**src/rtl/rv_ctrl_pkg.sv**
```systemverilog
// Shared encodings for the RV32I multi-cycle controller, imm_gen and datapath muxes.
package rv_ctrl_pkg;

    // Controller state encoding
    typedef enum logic [3:0] {
        ST_FETCH    = 4'd0,
        ST_DECODE   = 4'd1,
        ST_MEMADR   = 4'd2,
        ST_MEMREAD  = 4'd3,
        ST_MEMWB    = 4'd4,
        ST_MEMWRITE = 4'd5,
        ST_EXECR    = 4'd6,
        ST_EXECI    = 4'd7,
        ST_ALUWB    = 4'd8,
        ST_BEQ      = 4'd9,
        ST_TRAP     = 4'd10
    } state_t;

    // Supported major opcodes
    localparam logic [6:0] OP_LOAD   = 7'b0000011;
    localparam logic [6:0] OP_STORE  = 7'b0100011;
    localparam logic [6:0] OP_RTYPE  = 7'b0110011;
    localparam logic [6:0] OP_ITYPE  = 7'b0010011;
    localparam logic [6:0] OP_BRANCH = 7'b1100011;

    // Immediate type for imm_gen
    localparam logic [1:0] IMM_I = 2'b00;
    localparam logic [1:0] IMM_S = 2'b01;
    localparam logic [1:0] IMM_B = 2'b10;

    // Result mux
    localparam logic [1:0] RES_ALUOUT = 2'b00;
    localparam logic [1:0] RES_RDATA  = 2'b01;
    localparam logic [1:0] RES_ALURES = 2'b10;

    // ALU operand A mux
    localparam logic [1:0] SRCA_PC    = 2'b00;
    localparam logic [1:0] SRCA_OLDPC = 2'b01;
    localparam logic [1:0] SRCA_RS1   = 2'b10;

    // ALU operand B mux
    localparam logic [1:0] SRCB_RS2  = 2'b00;
    localparam logic [1:0] SRCB_IMM  = 2'b01;
    localparam logic [1:0] SRCB_FOUR = 2'b10;

    // ALU operation
    localparam logic [2:0] ALU_ADD = 3'b000;
    localparam logic [2:0] ALU_SUB = 3'b001;
    localparam logic [2:0] ALU_AND = 3'b010;
    localparam logic [2:0] ALU_OR  = 3'b011;
    localparam logic [2:0] ALU_SLT = 3'b101;

    // Main-controller request to the ALU decoder
    localparam logic [1:0] ALUOP_ADD   = 2'b00;
    localparam logic [1:0] ALUOP_SUB   = 2'b01;
    localparam logic [1:0] ALUOP_FUNCT = 2'b10;

    // Immediate type from the opcode alone; 2'b11 is never produced.
    function automatic logic [1:0] imm_src_of(input logic [6:0] op);
        logic [1:0] v;
        v = IMM_I;
        if (op == OP_STORE) v = IMM_S;
        else if (op == OP_BRANCH) v = IMM_B;
        return v;
    endfunction

endpackage

```
**src/rtl/alu_decoder.sv**
```systemverilog
// Combinational ALU decoder: maps the controller's alu_op and the funct fields to an ALU operation.
module alu_decoder
    import rv_ctrl_pkg::*;
(
    input  logic [1:0] i_alu_op,
    input  logic [2:0] i_funct3,
    input  logic       i_funct7b5,
    input  logic       i_op_b5,
    output logic [2:0] o_alu_control,
    output logic       o_illegal
);

    logic [2:0] w_funct_ctrl;
    logic       w_funct_ok;

    // funct3 legality is reported independently of alu_op so DECODE can use it to trap early
    always_comb begin
        w_funct_ctrl = ALU_ADD;
        w_funct_ok   = 1'b1;
        case (i_funct3)
            3'b000:  w_funct_ctrl = (i_funct7b5 && i_op_b5) ? ALU_SUB : ALU_ADD;
            3'b010:  w_funct_ctrl = ALU_SLT;
            3'b110:  w_funct_ctrl = ALU_OR;
            3'b111:  w_funct_ctrl = ALU_AND;
            default: w_funct_ok   = 1'b0;
        endcase

        o_alu_control = ALU_ADD;
        case (i_alu_op)
            ALUOP_ADD:   o_alu_control = ALU_ADD;
            ALUOP_SUB:   o_alu_control = ALU_SUB;
            ALUOP_FUNCT: o_alu_control = w_funct_ctrl;
            default:     o_alu_control = ALU_ADD;
        endcase

        o_illegal = !w_funct_ok || (i_alu_op == 2'b11);
    end

endmodule

```
**src/rtl/mc_control_fsm.sv**
```systemverilog
// Multi-cycle RV32I main controller (Moore FSM, mem_ready/zero as the only Mealy terms).
//
// state    | meaning
// FETCH    | read instruction at PC, PC <= PC+4 when memory completes
// DECODE   | compute branch target old PC + imm, select next state by opcode
// MEMADR   | rs1 + imm for lw/sw
// MEMREAD  | load access, waits for mem_ready
// MEMWB    | write read data to rd
// MEMWRITE | store access, waits for mem_ready
// EXECR    | R-type ALU operation
// EXECI    | I-type ALU operation
// ALUWB    | write ALU result to rd
// BEQ      | rs1 - rs2, load PC with target when zero
// TRAP     | illegal instruction, left only by reset
module mc_control_fsm
    import rv_ctrl_pkg::*;
#(
    parameter int CNT_W = 32
) (
    input  logic             clk,
    input  logic             reset,
    input  logic [6:0]       opcode,
    input  logic [2:0]       funct3,
    input  logic             funct7b5,
    input  logic             zero,
    input  logic             mem_ready,
    output logic             pc_write,
    output logic             adr_src,
    output logic             mem_write,
    output logic             ir_write,
    output logic [1:0]       result_src,
    output logic [1:0]       alu_src_a,
    output logic [1:0]       alu_src_b,
    output logic [1:0]       imm_src,
    output logic [2:0]       alu_control,
    output logic             reg_write,
    output logic             trap,
    output logic [CNT_W-1:0] instret
);

    state_t           r_state;
    state_t           w_next;
    logic             r_trap;
    logic [CNT_W-1:0] r_instret;

    logic [1:0]       w_alu_op;
    logic             w_funct_illegal;
    logic             w_retire;
    logic             w_pc_write;
    logic             w_ir_write;
    logic             w_mem_write;
    logic             w_reg_write;

    alu_decoder u_alu_decoder (
        .i_alu_op      (w_alu_op),
        .i_funct3      (funct3),
        .i_funct7b5    (funct7b5),
        .i_op_b5       (opcode[5]),
        .o_alu_control (alu_control),
        .o_illegal     (w_funct_illegal)
    );

    // Next-state selection
    always_comb begin
        w_next = r_state;
        case (r_state)
            ST_FETCH:    if (mem_ready) w_next = ST_DECODE;
            ST_DECODE: begin
                case (opcode)
                    OP_LOAD, OP_STORE: w_next = ST_MEMADR;
                    OP_RTYPE:          w_next = w_funct_illegal ? ST_TRAP : ST_EXECR;
                    OP_ITYPE:          w_next = w_funct_illegal ? ST_TRAP : ST_EXECI;
                    OP_BRANCH:         w_next = (funct3 == 3'b000) ? ST_BEQ : ST_TRAP;
                    default:           w_next = ST_TRAP;
                endcase
            end
            ST_MEMADR:   w_next = opcode[5] ? ST_MEMWRITE : ST_MEMREAD;
            ST_MEMREAD:  if (mem_ready) w_next = ST_MEMWB;
            ST_MEMWB:    w_next = ST_FETCH;
            ST_MEMWRITE: if (mem_ready) w_next = ST_FETCH;
            ST_EXECR:    w_next = ST_ALUWB;
            ST_EXECI:    w_next = ST_ALUWB;
            ST_ALUWB:    w_next = ST_FETCH;
            ST_BEQ:      w_next = ST_FETCH;
            ST_TRAP:     w_next = ST_TRAP;
            default:     w_next = ST_FETCH;
        endcase
    end

    // An instruction retires on the edge that returns to FETCH from a final state
    always_comb begin
        w_retire = 1'b0;
        case (r_state)
            ST_MEMWB, ST_ALUWB, ST_BEQ: w_retire = 1'b1;
            ST_MEMWRITE:                w_retire = mem_ready;
            default:                    w_retire = 1'b0;
        endcase
    end

    // Datapath selects and raw strobes per state
    always_comb begin
        adr_src     = 1'b0;
        result_src  = RES_ALUOUT;
        alu_src_a   = SRCA_PC;
        alu_src_b   = SRCB_RS2;
        w_alu_op    = ALUOP_ADD;
        w_pc_write  = 1'b0;
        w_ir_write  = 1'b0;
        w_mem_write = 1'b0;
        w_reg_write = 1'b0;
        case (r_state)
            ST_FETCH: begin
                alu_src_a  = SRCA_PC;
                alu_src_b  = SRCB_FOUR;
                result_src = RES_ALURES;
                w_ir_write = mem_ready;
                w_pc_write = mem_ready;
            end
            ST_DECODE: begin
                alu_src_a = SRCA_OLDPC;
                alu_src_b = SRCB_IMM;
            end
            ST_MEMADR: begin
                alu_src_a = SRCA_RS1;
                alu_src_b = SRCB_IMM;
            end
            ST_MEMREAD: adr_src = 1'b1;
            ST_MEMWB: begin
                result_src  = RES_RDATA;
                w_reg_write = 1'b1;
            end
            ST_MEMWRITE: begin
                adr_src     = 1'b1;
                w_mem_write = 1'b1;
            end
            ST_EXECR: begin
                alu_src_a = SRCA_RS1;
                alu_src_b = SRCB_RS2;
                w_alu_op  = ALUOP_FUNCT;
            end
            ST_EXECI: begin
                alu_src_a = SRCA_RS1;
                alu_src_b = SRCB_IMM;
                w_alu_op  = ALUOP_FUNCT;
            end
            ST_ALUWB: begin
                result_src  = RES_ALUOUT;
                w_reg_write = 1'b1;
            end
            ST_BEQ: begin
                alu_src_a  = SRCA_RS1;
                alu_src_b  = SRCB_RS2;
                w_alu_op   = ALUOP_SUB;
                result_src = RES_ALUOUT;
                w_pc_write = zero;
            end
            default: ;
        endcase
    end

    // Architectural write strobes are suppressed for the whole reset window
    always_comb begin
        pc_write  = w_pc_write  & ~reset;
        ir_write  = w_ir_write  & ~reset;
        mem_write = w_mem_write & ~reset;
        reg_write = w_reg_write & ~reset;
        imm_src   = imm_src_of(opcode);
        trap      = r_trap;
        instret   = r_instret;
    end

    // State, sticky trap flag and retired-instruction counter
    always_ff @(posedge clk) begin
        if (reset) begin
            r_state   <= ST_FETCH;
            r_trap    <= 1'b0;
            r_instret <= '0;
        end else begin
            r_state <= w_next;
            if (w_next == ST_TRAP) r_trap <= 1'b1;
            if (w_retire) r_instret <= r_instret + {{(CNT_W-1){1'b0}}, 1'b1};
        end
    end

endmodule
```
**config.mk**
```make
export PLATFORM = sky130hd
export DESIGN_NAME = mc_control_fsm
export DESIGN_NICKNAME = d
export VERILOG_FILES = /design/src/rtl/rv_ctrl_pkg.sv /design/src/rtl/alu_decoder.sv /design/src/rtl/mc_control_fsm.sv
export SDC_FILE = /design/constraint.sdc
export NUM_CORES = 1
export LEC_CHECK = 0
export ABC_AREA = 1
export CAP_MARGIN = 20
export CORE_MARGIN = 4
export CORE_UTILIZATION = 45
export CTS_CLUSTER_DIAMETER = 30
export DETAILED_ROUTE_END_ITERATION = 8
export DONT_BUFFER_PORTS = 1
export SYNTH_ARGS = -nofsm -noshare
export SYNTH_HDL_FRONTEND = slang
export SYNTH_SLANG_ARGS = --single-unit
export TNS_END_PERCENT = 50
```
**constraint.sdc**
```tcl
create_clock -name clk -period 1.6 [get_ports clk]
set_input_delay 0.16 -clock clk [delete_from_list [all_inputs] [get_ports clk]]
set_output_delay 0.16 -clock clk [all_outputs]
set_load 0.02 [all_outputs]
```
Word level (Yosys, flattened, before mapping):

Cells that the tools add are included.

* register bits after elaboration: 37
* input bits: 15
* output and inout port bits: 49
* word-level logic and storage cells: 69

* $add $sub $neg: 1
* eq/ne operators: 22
* mux-type cells: 25
* bitwise gates (word level): 5
* reductions and logical operators: 13

Operators by type and width (number)
* 32-bit by 1-bit adder with 32-bit output, second input constant: 1
* 4-bit case mux with 7 select lines: 1
* 4-bit two-way mux: 5
* 4-bit by 3-bit == test with 1-bit output, second input constant: 4
* 4-bit == test, second input constant: 4
* 2-bit case mux with 2 select lines: 4
* 4-bit case mux with 4 select lines: 1
* 7-bit by 6-bit == test with 1-bit output, second input constant: 2
* 3-bit case mux with 4 select lines: 1
* 4-bit by 2-bit == test with 1-bit output, second input constant: 2
* 2-bit OR reduction: 4
* 4-bit OR reduction: 2
* 7-bit by 2-bit == test with 1-bit output, second input constant: 1
* 7-bit by 5-bit == test with 1-bit output, second input constant: 1
* 7-bit == test, second input constant: 1
* 3-bit == test, second input constant: 2
* 1-bit two-way mux: 6
* 2-bit two-way mux: 3
* 3-bit case mux with 2 select lines: 1
* 3-bit OR reduction: 2
* 1-bit AND: 4
* 2-bit == test, second input constant: 2
* 4-bit by 1-bit == test with 1-bit output, second input constant: 1
* 4-bit logical NOT: 1
* other kinds (9): 10

Depth between registers and ports, before layout:

Gate-level depths: netlist of run 1.

* word-level depth: 9
* depth in mapped cells: 12
* depth with buffers taken out: 12

Modules after synthesis:

A second synthesis of run 1 with hierarchy kept.

* cell total of the unflattened synthesis: 450
* area, all modules: 2735.1 um^2

Modules (own cells, without submodules)
* mc_control_fsm: times used 1, cells each 427, area each 2613.8 um^2, seq. area each 740.7 um^2
* alu_decoder: times used 1, cells each 23, area each 121.4 um^2, seq. area each 0.0 um^2

Worst setup path before layout of run 1:

Ideal clock, no wire load.

* path kind: register to output
* start: reg r_state[2]
* end: out alu_control[1]
* data arrival time: 1.956 ns
* data required time: 1.440 ns
* path slack: -0.516 ns
* cell stages (with the launch flop): 8
* buffers on the path: 0
* cell sequence: dfxtp_1 > inv_1 > nor2_2 > inv_1 > nor2_1 > inv_1 > ha_1 > nor4_1

* longest elaborated chain between the ends: 5
* elaborated cells on any way between the ends: 8
* classes of those cells: eq/ne: 5; mux: 2; reduce/logical: 1

Ends and longest elaborated chain
* start: declaration: RTL line mc_control_fsm.sv:41 `state_t r_state;`
* start signal: assignment: RTL line mc_control_fsm.sv:179 `r_state <= w_next;`
* 4-bit by 3-bit == test with 1-bit output: RTL line mc_control_fsm.sv:111 `case (r_state)`
* 2-bit OR reduction (no source line)
* 2-bit case mux with 2 select lines (*): RTL line mc_control_fsm.sv:111
* 2-bit == test or 2-bit by 1-bit == test with 1-bit output (tied branches): RTL line alu_decoder.sv:29 `case (i_alu_op)`
* 3-bit case mux with 2 select lines (*): RTL line alu_decoder.sv:29
* end: declaration: RTL line mc_control_fsm.sv:35 `output logic [2:0] alu_control,`

Mark *: on every way between the ends. The rest lies on a longest branch, timed or not.

Final worst setup path of run 1:

* start: reg r_state[3]
* end: out alu_control[1]

The elaborated chain is that of the path after synthesis.

==> flow_metrics.env, run 1 <==
export IMPL_clk_pin_slew_worst_paths_ps=80
export IMPL_max_cap_violations=0
export IMPL_r2r_end="r_state[0]"
export IMPL_slew_viol_final=0
export IMPL_switchingPower_uw=772
export IMPL_syn_num_nets=460
export IMPL_critPathKind="flop to output port"
export IMPL_critPathLaunchType="flop"
export IMPL_synth_cell_types=32
export IMPL_cts_tree="built"
export IMPL_endpoint_kind="output port"
export IMPL_max_clock_freq_mhz=553
export IMPL_synth_largest_area_cell="dfxtp_1"
export IMPL_nNetsFinal=532
export IMPL_ys_warn_count=0
export IMPL_antenna_found_initial=0
export IMPL_grt_pass1_wl_um=12900
export IMPL_synthCells=441
export IMPL_cts_htree_levels=2
export IMPL_worstRegToRegCells=11
export IMPL_synth_common_cells="173 x nand2_1, 65 x nor2_1, 39 x inv_1, 38 x a21oi_1, 37 x dfxtp_1"
export IMPL_die_w_um=84.2
export IMPL_cts_buffer_depth=2
export IMPL_synth_ff_type="dfxtp_1"
export IMPL_grt_max_degree=32
export IMPL_synth_edff_count=0
export IMPL_fin_tns_setup_ps=-617
export IMPL_io_pins=64
export IMPL_min_from="reset"
export IMPL_dr_first_iter_drc_count=151
export IMPL_worst_slack_ps=-209
export IMPL_port_buffers=0
export IMPL_avgSynthCellArea_um2=5.93
export IMPL_antenna_cells=0
export IMPL_power_density_nw_per_um2=685
export IMPL_worstMarginPinSlew_ps=381
export IMPL_multi_input_area_um2=1830
export IMPL_cts_root_buf="clkbuf_8"
export IMPL_cts_sinks=37
export IMPL_crit_arrival_ps=1650
export IMPL_synth_area_top_cells="dfxtp_1 28%, nand2_1 25%, nor2_1 9.3%"
export IMPL_internal_power_mw=1.66
export IMPL_violations="negative setup slack"
export IMPL_firstDrtPassIters=4
export IMPL_clk_latency_ps=300
export IMPL_avgRoutedWirePerCell_um=13.5
export IMPL_p_seq_frac=0.396
export IMPL_ys_async_sr_fraction=0
export IMPL_clock_power_share=0.359
export IMPL_numCtsBuffers=5
export IMPL_antenna_left=0
export IMPL_p_leak_nw=1.45
export IMPL_utilization=0.637
export IMPL_seq_area_um2=752
export IMPL_path_max_fanout=3
export IMPL_yosysSeqAreaShare=0.283
export IMPL_min_period_over_period=1.13
export IMPL_viasPerCell=5.06
export IMPL_drive_above_1_share=0.276
export IMPL_grt_pass1_vias=2775
export IMPL_holdPathEnd="instret[7]"
export IMPL_initial_core_util=0.469
export IMPL_rsz0062_at_grt="true"
export IMPL_track_usage=0.220
export IMPL_sw_frac_of_total=0.317
export IMPL_place_area_um2=3140
export IMPL_gp_congestion=0.912
export IMPL_finalCriticalPeriod_ps=1810
export IMPL_run_status="complete, but fails checks"
export IMPL_core_area_um2=5570
export IMPL_crit_required_ps=1440
export IMPL_synthToLayoutAreaGrowth_pct=35.8
export IMPL_finalClockSkew_ps=9.13
export IMPL_fin_area_um2=3550
export IMPL_dieArea_um2=7090
export IMPL_drc=0
export IMPL_grt_overflow_total=0
export IMPL_hold_viol_final=0
export IMPL_drt_total_wl_um=7910
export IMPL_yosysMostFrequentCell="nand2_1"
export IMPL_hpwlAfterDp_um=5750
export IMPL_reg2reg_slack_ps=-50
export IMPL_netlist_area_leader_share=0.283
export IMPL_synth_area_um2=2620
export IMPL_pwr_share_comb=0.245
export IMPL_setup_viol_count_final=6
export IMPL_r2r_start="r_state[2]"
export IMPL_hp_class="primary input to flop"
export IMPL_rows=27
export IMPL_via_count=2965
export IMPL_dieHeight_um=84.2
export IMPL_ir_drop_v=0.000367
export IMPL_maxSlewHeadroom=0.745
export IMPL_ys_ff_latch=37
export IMPL_fillers=523
export IMPL_holdPathStages=3
## metrics by stage
| step | cells | setup slack, ps | power [mW] | hold slack (ps) |
|---|---|---|---|---|
| 6_report | 586 | -209 | 2.43 | 102 |
| 5_1_grt | 586 | -295 | 2.52 | 98.2 |
| 3_3_place_gp | 564 | 25.5 | 1.46 | 226 |
| 3_5_place_dp | 564 | -11.3 | 1.46 | 235 |
| 4_1_cts | 580 | -211 | 2.36 | 93.9 |
| 2_1_floorplan | 441 | -69.4 | 1.33 | 371 |
## cells by family after synthesis
logic type	count (synthesis)	share of synthesized area
simple gates	293	0.488
buf+inv	50	0.0842
compound gates	48	0.0957
flops	37	0.283
xor+xnor	9	0.0301
fa+ha+maj	4	0.0191
## power by group through the flow
stage	Sequential, mW	Clock, mW	Combinational, mW
final	0.964	0.872	0.597
after global routing	0.967	0.914	0.643
after CTS	0.962	0.877	0.524
after detailed placement	0.981	0	0.479
after global placement	0.980	0	0.478
after floorplan	0.994	0	0.340
## layout by cell type (no fill, tap or decap), types with 2 or more instances in the layout
| master | instances |
|---|---|
| nor3_2 | 3 |
| inv_2 | 7 |
| a21oi_2 | 3 |
| nand2_2 | 8 |
| nor2_1 | 57 |
| ha_4 | 3 |
| nand3_1 | 12 |
| buf_6 | 5 |
| nor2_4 | 15 |
| nand3b_1 | 15 |
| clkbuf_8 | 6 |
| nand4_1 | 2 |
| dfxtp_2 | 6 |
| buf_4 | 67 |
| nand3_2 | 2 |
| o21ai_1 | 2 |
| inv_1 | 32 |
| nand2_1 | 169 |
| o21ai_0 | 4 |
| nor2_2 | 5 |
| dfxtp_1 | 30 |
| xor2_1 | 8 |
| buf_12 | 2 |
| a21oi_1 | 34 |
## worst max path at each step
stage / from / end / depth (start not counted)
after floorplan: r_state[2] / alu_control[1] / 7
after global placement: r_state[2] / alu_control[1] / 8
after detailed placement: r_state[2] / alu_control[1] / 8
after CTS: r_state[2] / alu_control[1] / 8
after global routing: r_state[3] / alu_control[1] / 8
final: r_state[3] / alu_control[1] / 8
## layout make-up
cell class,count,area share
multi-input cells,354,0.516
flip-flops and latches,37,0.212
repair buffers,74,0.169
inverters,41,0.0455
well taps,72,0.0254
clock buffers,7,0.0243
clock inverters,1,0.00846
## state kept, by name (all words and copies together) (netlist names)
register	count
instret	32
r_state	4
trap	1
## repair_timing
action	4_1_cts	5_1_grt
endpoints found under the hold margin	31	0
hold buffers	1	0
gates resized for setup	18	37
setup buffers	7	7
endpoints found under the setup margin	8	34
pin swaps	8	12
## routing by layer
layer,track usage,wire length (um),vias up
li1,-,-,1527
met1,0.282,3460,1331
met2,0.369,3700,98
met3,0.0530,641,9
met4,0.0570,101,0
met5,0,0,-
## worst max-delay path, cell delays in order (launching register included)
cell and delay, ps:
dfxtp_4 360, nor2_4 120, inv_2 60, nor2_4 90
buf_6 120, ha_4 150, inv_4 40, nor4_4 240
buf_4 170
(Power assumes the default switching activity.)
==> run 2: changes to the inputs <==
- SKIP_LAST_GASP: default -> 1
==> flow_metrics.env, run 2 (synthesized netlist as in run 1, its figures left out) <==
export IMPL_grt_pass1_vias=2775
export IMPL_crit_chain="nor2_4, inv_2, nor2_4, buf_6, ha_4, inv_2, nor4_4, buf_4"
export IMPL_nNetsFinal=532
export IMPL_core_area_um2=5570
export IMPL_avgRoutedWirePerCell_um=13.3
export IMPL_hpwlAfterDp_um=5750
export IMPL_initial_core_util=0.469
export IMPL_multi_input_area_um2=1790
export IMPL_cts_root_buf="clkbuf_8"
export IMPL_power_density_nw_per_um2=687
export IMPL_antenna_left=0
export IMPL_fillers=527
export IMPL_critPathBufInv=4
export IMPL_dieArea_um2=7090
export IMPL_maxSlewHeadroom=0.745
export IMPL_max_clock_freq_mhz=552
export IMPL_ir_drop_v=0.000368
export IMPL_dr_first_iter_drc_count=205
export IMPL_cts_tree="built"
export IMPL_clock_power_share=0.362
export IMPL_min_period_over_period=1.13
export IMPL_endpoint_kind="output port"
export IMPL_hold_viol_final=0
export IMPL_cpPeakStageDelay_ps=360
export IMPL_rows=27
export IMPL_crit_arrival_ps=1650
export IMPL_io_pins=64
export IMPL_antenna_found_initial=0
export IMPL_die_w_um=84.2
export IMPL_rsz0062_at_grt="true"
export IMPL_placed_cells=564
export IMPL_drt_total_wl_um=7810
export IMPL_drive_above_1_share=0.259
export IMPL_grt_max_degree=32
export IMPL_finalNonFillerCells=586
export IMPL_port_buffers=0
export IMPL_grt_pass1_wl_um=12900
export IMPL_final_cell_mix="171 x nand2_1, 67 x buf_4, 59 x nor2_1, 36 x a21oi_1, 32 x inv_1"
export IMPL_antenna_cells=0
export IMPL_run_status="complete, but fails checks"
export IMPL_dieHeight_um=84.2
export IMPL_switchingPower_uw=754
export IMPL_cpLargestDelayFamily="simple AND/OR/NAND/NOR gates"
export IMPL_finalClockSkew_ps=10.0
export IMPL_cts_buffer_depth=2
export IMPL_internal_power_mw=1.65
export IMPL_slew_viol_final=0
export IMPL_firstDrtPassIters=4
export IMPL_track_usage=0.220
export IMPL_seq_area_um2=751
export IMPL_worst_slack_ps=-211
export IMPL_setup_viol_count_final=7
export IMPL_critPathLaunchType="flop"
export IMPL_drc=0
export IMPL_cts_htree_levels=2
export IMPL_finalCriticalPeriod_ps=1810
export IMPL_cts_sinks=37
export IMPL_post_place_ws_ps=-11.3
export IMPL_layout_commonest_cell="nand2_1"
export IMPL_worstMarginPinSlew_ps=382
export IMPL_grt_overflow_total=0
export IMPL_clk_pin_slew_worst_paths_ps=80
export IMPL_synthToLayoutAreaGrowth_pct=33.9
export IMPL_p_seq_frac=0.401
export IMPL_violations="negative setup slack"
export IMPL_p_leak_nw=1.45
export IMPL_crit_path_top_delay_cell="dfxtp_4"
export IMPL_critPathKind="flop to output port"
export IMPL_pwr_share_comb=0.237
export IMPL_viasPerCell=5.05
export IMPL_via_count=2958
export IMPL_path_max_fanout=3
export IMPL_gp_congestion=0.912
export IMPL_clk_latency_ps=300
export IMPL_largest_reg_flops=32
export IMPL_max_cap_violations=0
export IMPL_numCtsBuffers=5
export IMPL_sw_frac_of_total=0.313
export IMPL_crit_required_ps=1440
export IMPL_hp_class="primary input to flop"
## run 2: area by class of cell
class / instances / area share
Inverter: 41 / 0.0454
Tap cell: 72 / 0.0257
Sequential cell: 37 / 0.214
Clock inverter: 1 / 0.00857
Multi-Input combinational cell: 354 / 0.510
Clock buffer: 7 / 0.0247
Timing Repair Buffer: 74 / 0.171
## run 2: stage by stage
step / cell area, um2 / hold slack [ps] / power (mW) / TNS [ps] / utilization
after floorplan: 2650 / 371 / 1.33 / -69.4 / -
after global placement: 3140 / 226 / 1.46 / 0 / 0.563
after detailed placement: 3140 / 235 / 1.46 / -11.3 / 0.563
after CTS: 3390 / 93.9 / 2.36 / -1390 / 0.609
after global routing: 3500 / 96.1 / 2.50 / -1940 / 0.628
final: 3500 / 97.9 / 2.41 / -740 / 0.628
## run 2: path summary, 6_finish.rpt
kind / startpoint / cells after the start / slack, ps / to
hold reg to reg: instret[4] / 2 / 520 / instret[4]
setup / recovery: r_state[3] / 8 / -210 / alu_control[1]
setup reg to reg: r_state[2] / 11 / -70 / r_state[0]
hold / removal: reset / 3 / 100 / instret[2]
## run 2: power by group through the flow
stage / Sequential (mW) / Clock (mW) / Combinational (mW)
after floorplan: 0.994 / 0 / 0.340
after global routing: 0.967 / 0.914 / 0.618
after detailed placement: 0.981 / 0 / 0.479
after global placement: 0.980 / 0 / 0.478
final: 0.964 / 0.871 / 0.570
after CTS: 0.962 / 0.877 / 0.524
## run 2: worst register-to-register path: stages, from the launching register on
cell and delay (ps):
dfxtp_2 330, inv_2 60, nor2_4 40, inv_2 70, nor2_4 40, buf_6 120
buf_4 120, ha_1 180, nand3b_1 200, o31ai_1 220, nand2_1 80, a21oi_1 160
## run 2: routing by layer
layer	GRT usage	share of wire
met1	0.282	0.45
met2	0.369	0.46
met3	0.0530	0.074
met4	0.0570	0.015
met5	0	0
## run 2: repair_timing
action	in CTS	in global routing
setup endpoints to repair	8	34
hold endpoints to repair	31	0
pin swaps	8	11
hold buffers	1	0
resized for setup	18	23
gates cloned	0	0
buffers inserted	7	7
==> run 3: changes to the inputs <==
- PLACE_DENSITY: default -> 0.63
==> flow_metrics.env, run 3 (synthesized netlist as in run 1, its figures left out) <==
export IMPL_clk_latency_ps=300
export IMPL_layout_commonest_cell="nand2_1"
export IMPL_numCtsBuffers=5
export IMPL_die_w_um=84.2
export IMPL_dieArea_um2=7090
export IMPL_worstMarginPinSlew_ps=478
export IMPL_final_cell_mix="168 x nand2_1, 68 x buf_4, 57 x nor2_1, 32 x inv_1, 32 x dfxtp_1"
export IMPL_via_count=3046
export IMPL_max_clock_freq_mhz=548
export IMPL_p_total_mw=2.57
export IMPL_cts_htree_levels=2
export IMPL_viasPerCell=5.12
export IMPL_worst_slack_ps=-226
export IMPL_cts_sinks=37
export IMPL_setup_viol_count_final=11
export IMPL_antenna_cells=0
export IMPL_grt_overflow_total=0
export IMPL_drt_total_wl_um=8460
export IMPL_grt_pass1_vias=2791
export IMPL_cts_tree="built"
export IMPL_finalCriticalPeriod_ps=1830
export IMPL_hpwlAfterDp_um=5800
export IMPL_cts_root_buf="clkbuf_8"
export IMPL_avgRoutedWirePerCell_um=14.2
export IMPL_violations="negative setup slack"
export IMPL_ir_drop_v=0.000398
export IMPL_slew_viol_final=0
export IMPL_critPathKind="flop to output port"
export IMPL_power_density_nw_per_um2=690
export IMPL_initial_core_util=0.469
export IMPL_multi_input_area_um2=1860
export IMPL_drive_above_1_share=0.306
export IMPL_path_max_fanout=3
export IMPL_track_usage=0.218
export IMPL_grt_pass1_wl_um=12900
export IMPL_synthToLayoutAreaGrowth_pct=42.7
export IMPL_rows=27
export IMPL_io_pins=64
export IMPL_drc=0
export IMPL_dr_first_iter_drc_count=235
export IMPL_dieHeight_um=84.2
export IMPL_rsz0062_at_grt="true"
export IMPL_antenna_left=0
export IMPL_largest_reg_flops=32
export IMPL_firstDrtPassIters=4
export IMPL_cts_buffer_depth=2
export IMPL_gp_congestion=0.908
export IMPL_max_cap_violations=0
export IMPL_clk_pin_slew_worst_paths_ps=80
export IMPL_finalClockSkew_ps=7.12
export IMPL_p_leak_nw=1.52
export IMPL_crit_required_ps=1440
export IMPL_antenna_found_initial=0
export IMPL_fillers=487
export IMPL_core_area_um2=5570
export IMPL_port_buffers=0
export IMPL_finalNonFillerCells=595
export IMPL_fin_tns_setup_ps=-824
export IMPL_placed_cells=562
export IMPL_run_status="complete, but fails checks"
export IMPL_seq_area_um2=749
export IMPL_critPathLaunchType="flop"
export IMPL_endpoint_kind="output port"
export IMPL_maxSlewHeadroom=0.680
export IMPL_hold_viol_final=0
export IMPL_min_period_over_period=1.14
export IMPL_hp_class="primary input to flop"
export IMPL_nNetsFinal=541
export IMPL_grt_max_degree=32
export IMPL_crit_arrival_ps=1670
export IMPL_post_place_ws_ps=-44.9
-- run 3: changes by cell type in the layout (fill, tap and decap cells not counted), moves of 3 or more --
cell	previous run	this run
a21oi_1	36	27
a21oi_2	1	10
nand2_1	171	168
nand2_2	6	9
nor2_2	5	9
o21ai_0	5	2
-- run 3: where the power goes --
part | internal, mW | switching (mW)
Sequential | 0.942 | 0.0202
Combinational | 0.299 | 0.446
Clock | 0.509 | 0.357
-- run 3: timing repair --
item                       4_1_cts  5_1_grt
pin swaps                       11       25
setup endpoints to repair        8       47
gates resized for setup         25       46
cloned                           0        4
setup buffers                   11       11
hold buffers                     1        0
hold endpoints to repair        31        0
-- run 3: cell type report --
type / count / share of cell area
Clock buffer: 7 / 0.0231
Clock inverter: 1 / 0.00805
Inverter: 41 / 0.0459
Multi-Input combinational cell: 354 / 0.498
Sequential cell: 37 / 0.201
Tap cell: 72 / 0.0241
Timing Repair Buffer: 81 / 0.193
Timing Repair inverter: 2 / 0.00671
-- run 3: worst max-delay path, cell delays in order (launching register included) --
cell and delay, ps:
dfxtp_2 350, inv_2 50, nor2_4 90, inv_2 60
nor2_4 100, buf_6 120, ha_4 140, inv_4 40
nor4_4 250, buf_4 170
-- run 3: stage by stage --
| step | instance area (um2) | utilization | hold slack (ps) |
|---|---|---|---|
| 2_1_floorplan | 2650 | - | 371 |
| 3_3_place_gp | 3120 | 0.560 | 229 |
| 3_5_place_dp | 3120 | 0.560 | 231 |
| 4_1_cts | 3430 | 0.615 | 87.0 |
| 5_1_grt | 3730 | 0.669 | 126 |
| 6_report | 3730 | 0.669 | 103 |
-- run 3: worst paths after layout --
path,startpoint,to,slack [ps],cells after the start
hold / removal,reset,instret[0],100,3
hold reg to reg,instret[15],instret[15],550,2
setup reg to reg,r_state[2],trap,-90,14
setup / recovery,r_state[2],alu_control[1],-230,9
-- run 3: metal layers --
layer	track usage	wire length, um	vias to the layer above
met1	0.271	3570	1371
met2	0.369	4030	103
met5	0	0	-
met4	0.0760	209	0
met3	0.0500	650	18
li1	-	-	1554
